`config.mk`:
```
export PLATFORM = sky130hd
export DESIGN_NAME = uart_rx
export DESIGN_NICKNAME = d
export VERILOG_FILES = /design/src/rtl/uart_pkg.sv /design/src/rtl/uart_sync2.sv /design/src/rtl/uart_rx.sv
export SDC_FILE = /design/constraint.sdc
export NUM_CORES = 1
export LEC_CHECK = 0
export CORE_MARGIN = 2
export CORE_UTILIZATION = 56
export CTS_BUF_LIST = sky130_fd_sc_hd__clkbuf_8
export DETAILED_ROUTE_END_ITERATION = 12
export MAX_ROUTING_LAYER = met4
export PLACE_DENSITY = 0.81
export SETUP_SLACK_MARGIN = 0.4
export SYNTH_ARGS = -nofsm -noshare
export SYNTH_HDL_FRONTEND = slang
export SYNTH_SLANG_ARGS = --single-unit
```
`constraint.sdc`:
```
create_clock -name i_clk -period 1.8 [get_ports i_clk]
set_input_delay 0.36 -clock i_clk [delete_from_list [all_inputs] [get_ports i_clk]]
set_output_delay 0.36 -clock i_clk [all_outputs]
set_load 0.005 [all_outputs]
```
`src/rtl/uart_pkg.sv`:
```
// Shared UART definitions used by uart_rx and the forthcoming uart_tx.
// Contents: receiver/transmitter state encoding, oversampling constants,
// and a counter-width helper.
package uart_pkg;

    // State encoding for the serial framing FSMs.
    localparam logic [1:0] S_IDLE  = 2'd0;
    localparam logic [1:0] S_START = 2'd1;
    localparam logic [1:0] S_DATA  = 2'd2;
    localparam logic [1:0] S_STOP  = 2'd3;

    typedef enum logic [1:0] {
        ST_IDLE  = S_IDLE,
        ST_START = S_START,
        ST_DATA  = S_DATA,
        ST_STOP  = S_STOP
    } uart_state_t;

    // Oversampling: eight ticks per bit. The start bit is checked half a bit
    // in, and every later sample is one full bit period after the previous one.
    localparam int         OS_RATE = 8;
    localparam logic [2:0] OS_MID  = 3'(OS_RATE / 2 - 1);
    localparam logic [2:0] OS_LAST = 3'(OS_RATE - 1);

    // Width of a counter that indexes n items. The result is never less than 1.
    function automatic int cnt_width(input int n);
        return (n > 1) ? $clog2(n) : 1;
    endfunction

endpackage

```
`src/rtl/uart_sync2.sv`:
```
// Two-flop synchronizer for asynchronous peripheral inputs. Both flops reset
// to 1, so an idle-high line does not produce a false edge when reset is
// released.
// Ports: i_clk clock, i_rst synchronous active-high reset,
//        d asynchronous input, q synchronized output.
module uart_sync2 (
    input  logic i_clk,
    input  logic i_rst,
    input  logic d,
    output logic q
);

    logic meta_r;
    logic sync_r;

    // Two-stage resynchronisation into the i_clk domain.
    always_ff @(posedge i_clk) begin
        if (i_rst) begin
            meta_r <= 1'b1;
            sync_r <= 1'b1;
        end else begin
            meta_r <= d;
            sync_r <= meta_r;
        end
    end

    assign q = sync_r;

endmodule

```
`src/rtl/uart_rx.sv`:
```
// UART receiver: 1 start bit, DATA_BITS data bits (LSB first), and 1 stop bit,
// sampled with an 8x oversampling tick. Each received word is placed in a
// single holding register that uses a valid/ack handshake.
// Ports: i_clk, i_rst (sync, active-high), i_ce_x8 oversample tick,
//        i_rx serial line, i_ack consumer acknowledge pulse,
//        o_data held word, o_valid unacknowledged word present,
//        o_frame_err one-cycle bad-stop pulse, o_overrun sticky overwrite flag,
//        o_busy FSM not idle.
module uart_rx #(
    parameter int DATA_BITS = 8
) (
    input  logic                 i_clk,
    input  logic                 i_rst,
    input  logic                 i_ce_x8,
    input  logic                 i_rx,
    input  logic                 i_ack,
    output logic [DATA_BITS-1:0] o_data,
    output logic                 o_valid,
    output logic                 o_frame_err,
    output logic                 o_overrun,
    output logic                 o_busy
);
    import uart_pkg::*;

    localparam int             BCW      = cnt_width(DATA_BITS);
    localparam logic [BCW-1:0] BIT_LAST = BCW'(DATA_BITS - 1);

    logic                 rx_s;
    uart_state_t          state_r,   state_nxt_s;
    logic [2:0]           os_cnt_r,  os_cnt_nxt_s;
    logic [BCW-1:0]       bit_cnt_r, bit_cnt_nxt_s;
    logic [DATA_BITS-1:0] shift_r,   shift_nxt_s;
    logic                 load_s;
    logic                 frame_err_s;
    logic [DATA_BITS-1:0] data_r;
    logic                 valid_r;
    logic                 frame_err_r;
    logic                 overrun_r;
    logic                 busy_r;

    uart_sync2 u_sync (
        .i_clk (i_clk),
        .i_rst (i_rst),
        .d     (i_rx),
        .q     (rx_s)
    );

    // Framing FSM next state. Nothing advances except on oversample ticks.
    always_comb begin
        state_nxt_s   = state_r;
        os_cnt_nxt_s  = os_cnt_r;
        bit_cnt_nxt_s = bit_cnt_r;
        shift_nxt_s   = shift_r;
        load_s        = 1'b0;
        frame_err_s   = 1'b0;
        if (i_ce_x8) begin
            case (state_r)
                ST_IDLE: begin
                    os_cnt_nxt_s  = 3'd0;
                    bit_cnt_nxt_s = {BCW{1'b0}};
                    if (!rx_s) begin
                        state_nxt_s = ST_START;
                    end else begin
                        state_nxt_s = ST_IDLE;
                    end
                end
                ST_START: begin
                    if (os_cnt_r == OS_MID) begin
                        os_cnt_nxt_s  = 3'd0;
                        bit_cnt_nxt_s = {BCW{1'b0}};
                        // The line went high again before mid start bit, so
                        // this was a glitch and not a real start bit.
                        if (rx_s) begin
                            state_nxt_s = ST_IDLE;
                        end else begin
                            state_nxt_s = ST_DATA;
                        end
                    end else begin
                        os_cnt_nxt_s = os_cnt_r + 3'd1;
                    end
                end
                ST_DATA: begin
                    if (os_cnt_r == OS_LAST) begin
                        // Bits arrive LSB first, so each new bit enters at the
                        // top. After the last shift, bit 0 is in position 0.
                        shift_nxt_s  = {rx_s, shift_r[DATA_BITS-1:1]};
                        os_cnt_nxt_s = 3'd0;
                        if (bit_cnt_r == BIT_LAST) begin
                            bit_cnt_nxt_s = {BCW{1'b0}};
                            state_nxt_s   = ST_STOP;
                        end else begin
                            bit_cnt_nxt_s = bit_cnt_r + BCW'(1'b1);
                        end
                    end else begin
                        os_cnt_nxt_s = os_cnt_r + 3'd1;
                    end
                end
                ST_STOP: begin
                    if (os_cnt_r == OS_LAST) begin
                        // Return to IDLE at mid stop bit. This leaves time to
                        // catch a start bit that follows immediately.
                        state_nxt_s  = ST_IDLE;
                        os_cnt_nxt_s = 3'd0;
                        if (rx_s) begin
                            load_s = 1'b1;
                        end else begin
                            frame_err_s = 1'b1;
                        end
                    end else begin
                        os_cnt_nxt_s = os_cnt_r + 3'd1;
                    end
                end
                default: begin
                    state_nxt_s   = ST_IDLE;
                    os_cnt_nxt_s  = 3'd0;
                    bit_cnt_nxt_s = {BCW{1'b0}};
                end
            endcase
        end else begin
            state_nxt_s = state_r;
        end
    end

    // FSM/counter state, plus the registered holding register and status outputs.
    always_ff @(posedge i_clk) begin
        if (i_rst) begin
            state_r     <= ST_IDLE;
            os_cnt_r    <= 3'd0;
            bit_cnt_r   <= {BCW{1'b0}};
            shift_r     <= {DATA_BITS{1'b0}};
            data_r      <= {DATA_BITS{1'b0}};
            valid_r     <= 1'b0;
            frame_err_r <= 1'b0;
            overrun_r   <= 1'b0;
            busy_r      <= 1'b0;
        end else begin
            state_r     <= state_nxt_s;
            os_cnt_r    <= os_cnt_nxt_s;
            bit_cnt_r   <= bit_cnt_nxt_s;
            shift_r     <= shift_nxt_s;
            frame_err_r <= frame_err_s;
            busy_r      <= (state_nxt_s != ST_IDLE);
            if (load_s) begin
                data_r  <= shift_r;
                valid_r <= 1'b1;
                // If an ack arrives on the same cycle, the old word was
                // consumed, so the new word does not count as an overrun.
                if (i_ack) begin
                    overrun_r <= 1'b0;
                end else if (valid_r) begin
                    overrun_r <= 1'b1;
                end
            end else if (i_ack && valid_r) begin
                valid_r   <= 1'b0;
                overrun_r <= 1'b0;
            end
        end
    end

    assign o_data      = data_r;
    assign o_valid     = valid_r;
    assign o_frame_err = frame_err_r;
    assign o_overrun   = overrun_r;
    assign o_busy      = busy_r;

endmodule

```
==> results.json <==
{
  "status": "finished clean",
  "cts_num_sinks": 30,
  "final_area_um2": 1680,
  "slew_violations": 0,
  "startpoint_type": "register",
  "synth_cells": 147,
  "tightestPinTransition_ns": 0.382,
  "cts_tree": "yes",
  "die_x_um": 51.5,
  "synth_edf_count": 0,
  "setup_tns_ns": 0,
  "grt_pass1_vias": 1002,
  "drc": 0,
  "fp.dieH_um": 51.5,
  "synth_flop_cell": "dfxtp_1",
  "worstPathRequired_ns": 2.00,
  "yosysUniqueCellTypes": 32,
  "pwr-share-clk": 0.430,
  "sequentialPowerShare": 0.534,
  "start_util": 0.582,
  "cts_buffer_depth": 2,
  "r2r-end": "bit_cnt_r[0]",
  "track_usage": 0.224,
  "clock.fmax_mhz": 673,
  "grt-ovfl-total": 0,
  "placed_area_um2": 1470,
  "port-buffer-count": 16,
  "final_common_cell": "nand2_1",
  "gp_congestion": 0.869,
  "wl_um": 2710,
  "finalWorstPathRequiredPeriod_ns": 1.49,
  "synthesis.area_per_instance_um2": 8.59,
  "vias": 1093,
  "p_int_mw": 0.991,
  "via_per_inst": 5.47,
  "firstDrtPassIters": 4,
  "powerDensity_nw_per_um2": 751,
  "end_kind": "register",
  "drive_above_1_share": 0.244,
  "min_path_type": "register to register",
  "ys_seq_area_frac": 0.476,
  "worst_hold_slack_ns": 0.414,
  "yosys_warnings": 0,
  "place_hpwl_um": 1680,
  "cts_inserted_buffers": 5,
  "max_slew_margin": 0.745,
  "rows": 17,
  "p_leak_nw": 0.664,
  "final_nets": 183,
  "syn_area_um2": 1260,
  "reg2reg_slack_ns": 0.31,
  "p_sw_frac": 0.215,
  "grt_max_degree": 14,
  "hold_end": "u_sync.q",
  "fin_ws_ns": 0.314,
  "ir_drop_v": 0.000564,
  "synthArstFlopShare": 0,
  "crit_fanout": 4,
  "clkTransAtPathRegs_ns": 0.06,
  "crit_arrival_ns": 1.69,
  "ant_nets": 0,
  "maxCapViolations": 0,
  "syn2layout_area_growth_pct": 33.1,
  "post_drt_wl_per_cell_um": 13.5,
  "synth-seq-cells": 30,
  "core_area_um2": 2170,
  "grt_pass1_wl_um": 4170,
  "holdPathStages": 1,
  "hold_path.startpoint": "u_sync.meta_r",
  "crit_type": "register to register",
  "grt_antenna_before_repair": 0,
  "clk_latency_ns": 0.28,
  "rr_worst_depth": 6,
  "switchingPower_mw": 0.272,
  "antenna_cells": 0,
  "rsz0062_at_grt": "yes",
  "pwr-share-comb": 0.037,
  "die_area_um2": 2650,
  "post-place-ws_ns": 0.0169,
  "num_io_pins": 17,
  "synth_nets": 159,
  "first_iter_violations": 25,
  "r2r-start": "os_cnt_r[1]",
  "layout_common_cells": "39 x nand2_1, 23 x dfxtp_1, 20 x a21oi_1",
  "setup_viol": 0,
  "hold_viol_final": 0,
  "root_buffer": "clkbuf_8",
  "timing.final.crit_share": 0.826,
  "htreeDepth": 2,
  "fin_skew_ns": 0.00587
}
-- worst max-delay path by stage --
stage	startpoint	endpoint	slack, ns
2_1_floorplan	os_cnt_r[0]	o_busy	0.41
3_3_place_gp	i_ce_x8	o_overrun	0.07
3_5_place_dp	i_ce_x8	o_overrun	0.02
4_1_cts	os_cnt_r[1]	bit_cnt_r[0]	0.35
5_1_grt	os_cnt_r[1]	os_cnt_r[0]	0.24
6_report	os_cnt_r[1]	bit_cnt_r[0]	0.31
-- Yosys cell counts (2+ instances only) --
cell	instances	area, um2
clkbuf_1	2	7.51
nand2_1	41	154
nand3_1	2	10.0
ha_1	7	87.6
nand3_2	2	20.0
mux2i_1	3	30.0
or2_2	2	12.5
nand2b_1	3	18.8
dfxtp_1	30	601
nor2_1	3	11.3
nand3b_1	2	15.0
inv_1	5	18.8
a31oi_1	2	12.5
and3_1	2	12.5
a21oi_1	23	115
a32o_1	2	20.0
-- worst max-delay path: stages, from the launching register on --
cell     delay [ns]
dfxtp_2        0.34
ha_4           0.19
ha_4           0.16
or2b_1         0.24
a22o_1         0.19
nand2_2        0.09
mux2i_1        0.19
-- layer usage --
metal  track usage  vias to the layer above  share of wire
met4         0.132                        0          0.025
li1              -                      544              -
met1         0.265                      522           0.45
met2         0.340                       19           0.50
met5             -                        -              0
met3        0.0614                        8          0.027
-- layout make-up --
class                      count  area, um2
fill                         156        489
clock buffer                   6       82.6
sequential                    30        609
multi-input combinational    106        727
clock inverter                 2       8.76
timing repair buffer          22        195
tap                           28       35.0
inverter                       6       22.5
-- power by group through the flow --
stage,clock network (mW),logic (mW),registers [mW]
after floorplan,0,0.0278,0.684
after global placement,0,0.0431,0.686
after detailed placement,0,0.0444,0.686
after CTS,0.548,0.0447,0.672
after global routing,0.580,0.0506,0.674
final,0.543,0.0462,0.674
-- state kept, by name, summed over array words and instances (netlist names) --
register and count:
os_cnt_r 3, o_overrun 1, bit_cnt_r 3, u_sync.meta_r 1, o_valid 1, o_frame_err 1, shift_r 8, state_r 2
o_busy 1, u_sync.q 1, o_data 8
-- repair_timing --
| action | CTS | global route |
|---|---|---|
| hold buffers | 0 | 0 |
| gates cloned | 0 | 1 |
| gates resized for setup | 33 | 9 |
| setup endpoints to repair | 36 | 22 |
| buffers inserted | 1 | 0 |
| pin swaps | 7 | 3 |
-- cell families after synthesis --
group                      Yosys count  share of synthesized area
DFF                                 30                      0.476
buffers and inverters               12                     0.0456
AOI/OAI and AO/OA                   30                      0.142
and+or+nand+nor                     65                      0.244
adders and majority gates            7                     0.0694
muxes                                3                     0.0238
-- through the flow --
step	total power, mW	cells	utilization
after floorplan	0.712	147	-
after global placement	0.729	190	0.678
after detailed placement	0.730	190	0.678
after CTS	1.26	199	0.750
after global routing	1.30	200	0.775
final	1.26	200	0.775
Note: power is estimated with default switching activity, not from simulation.
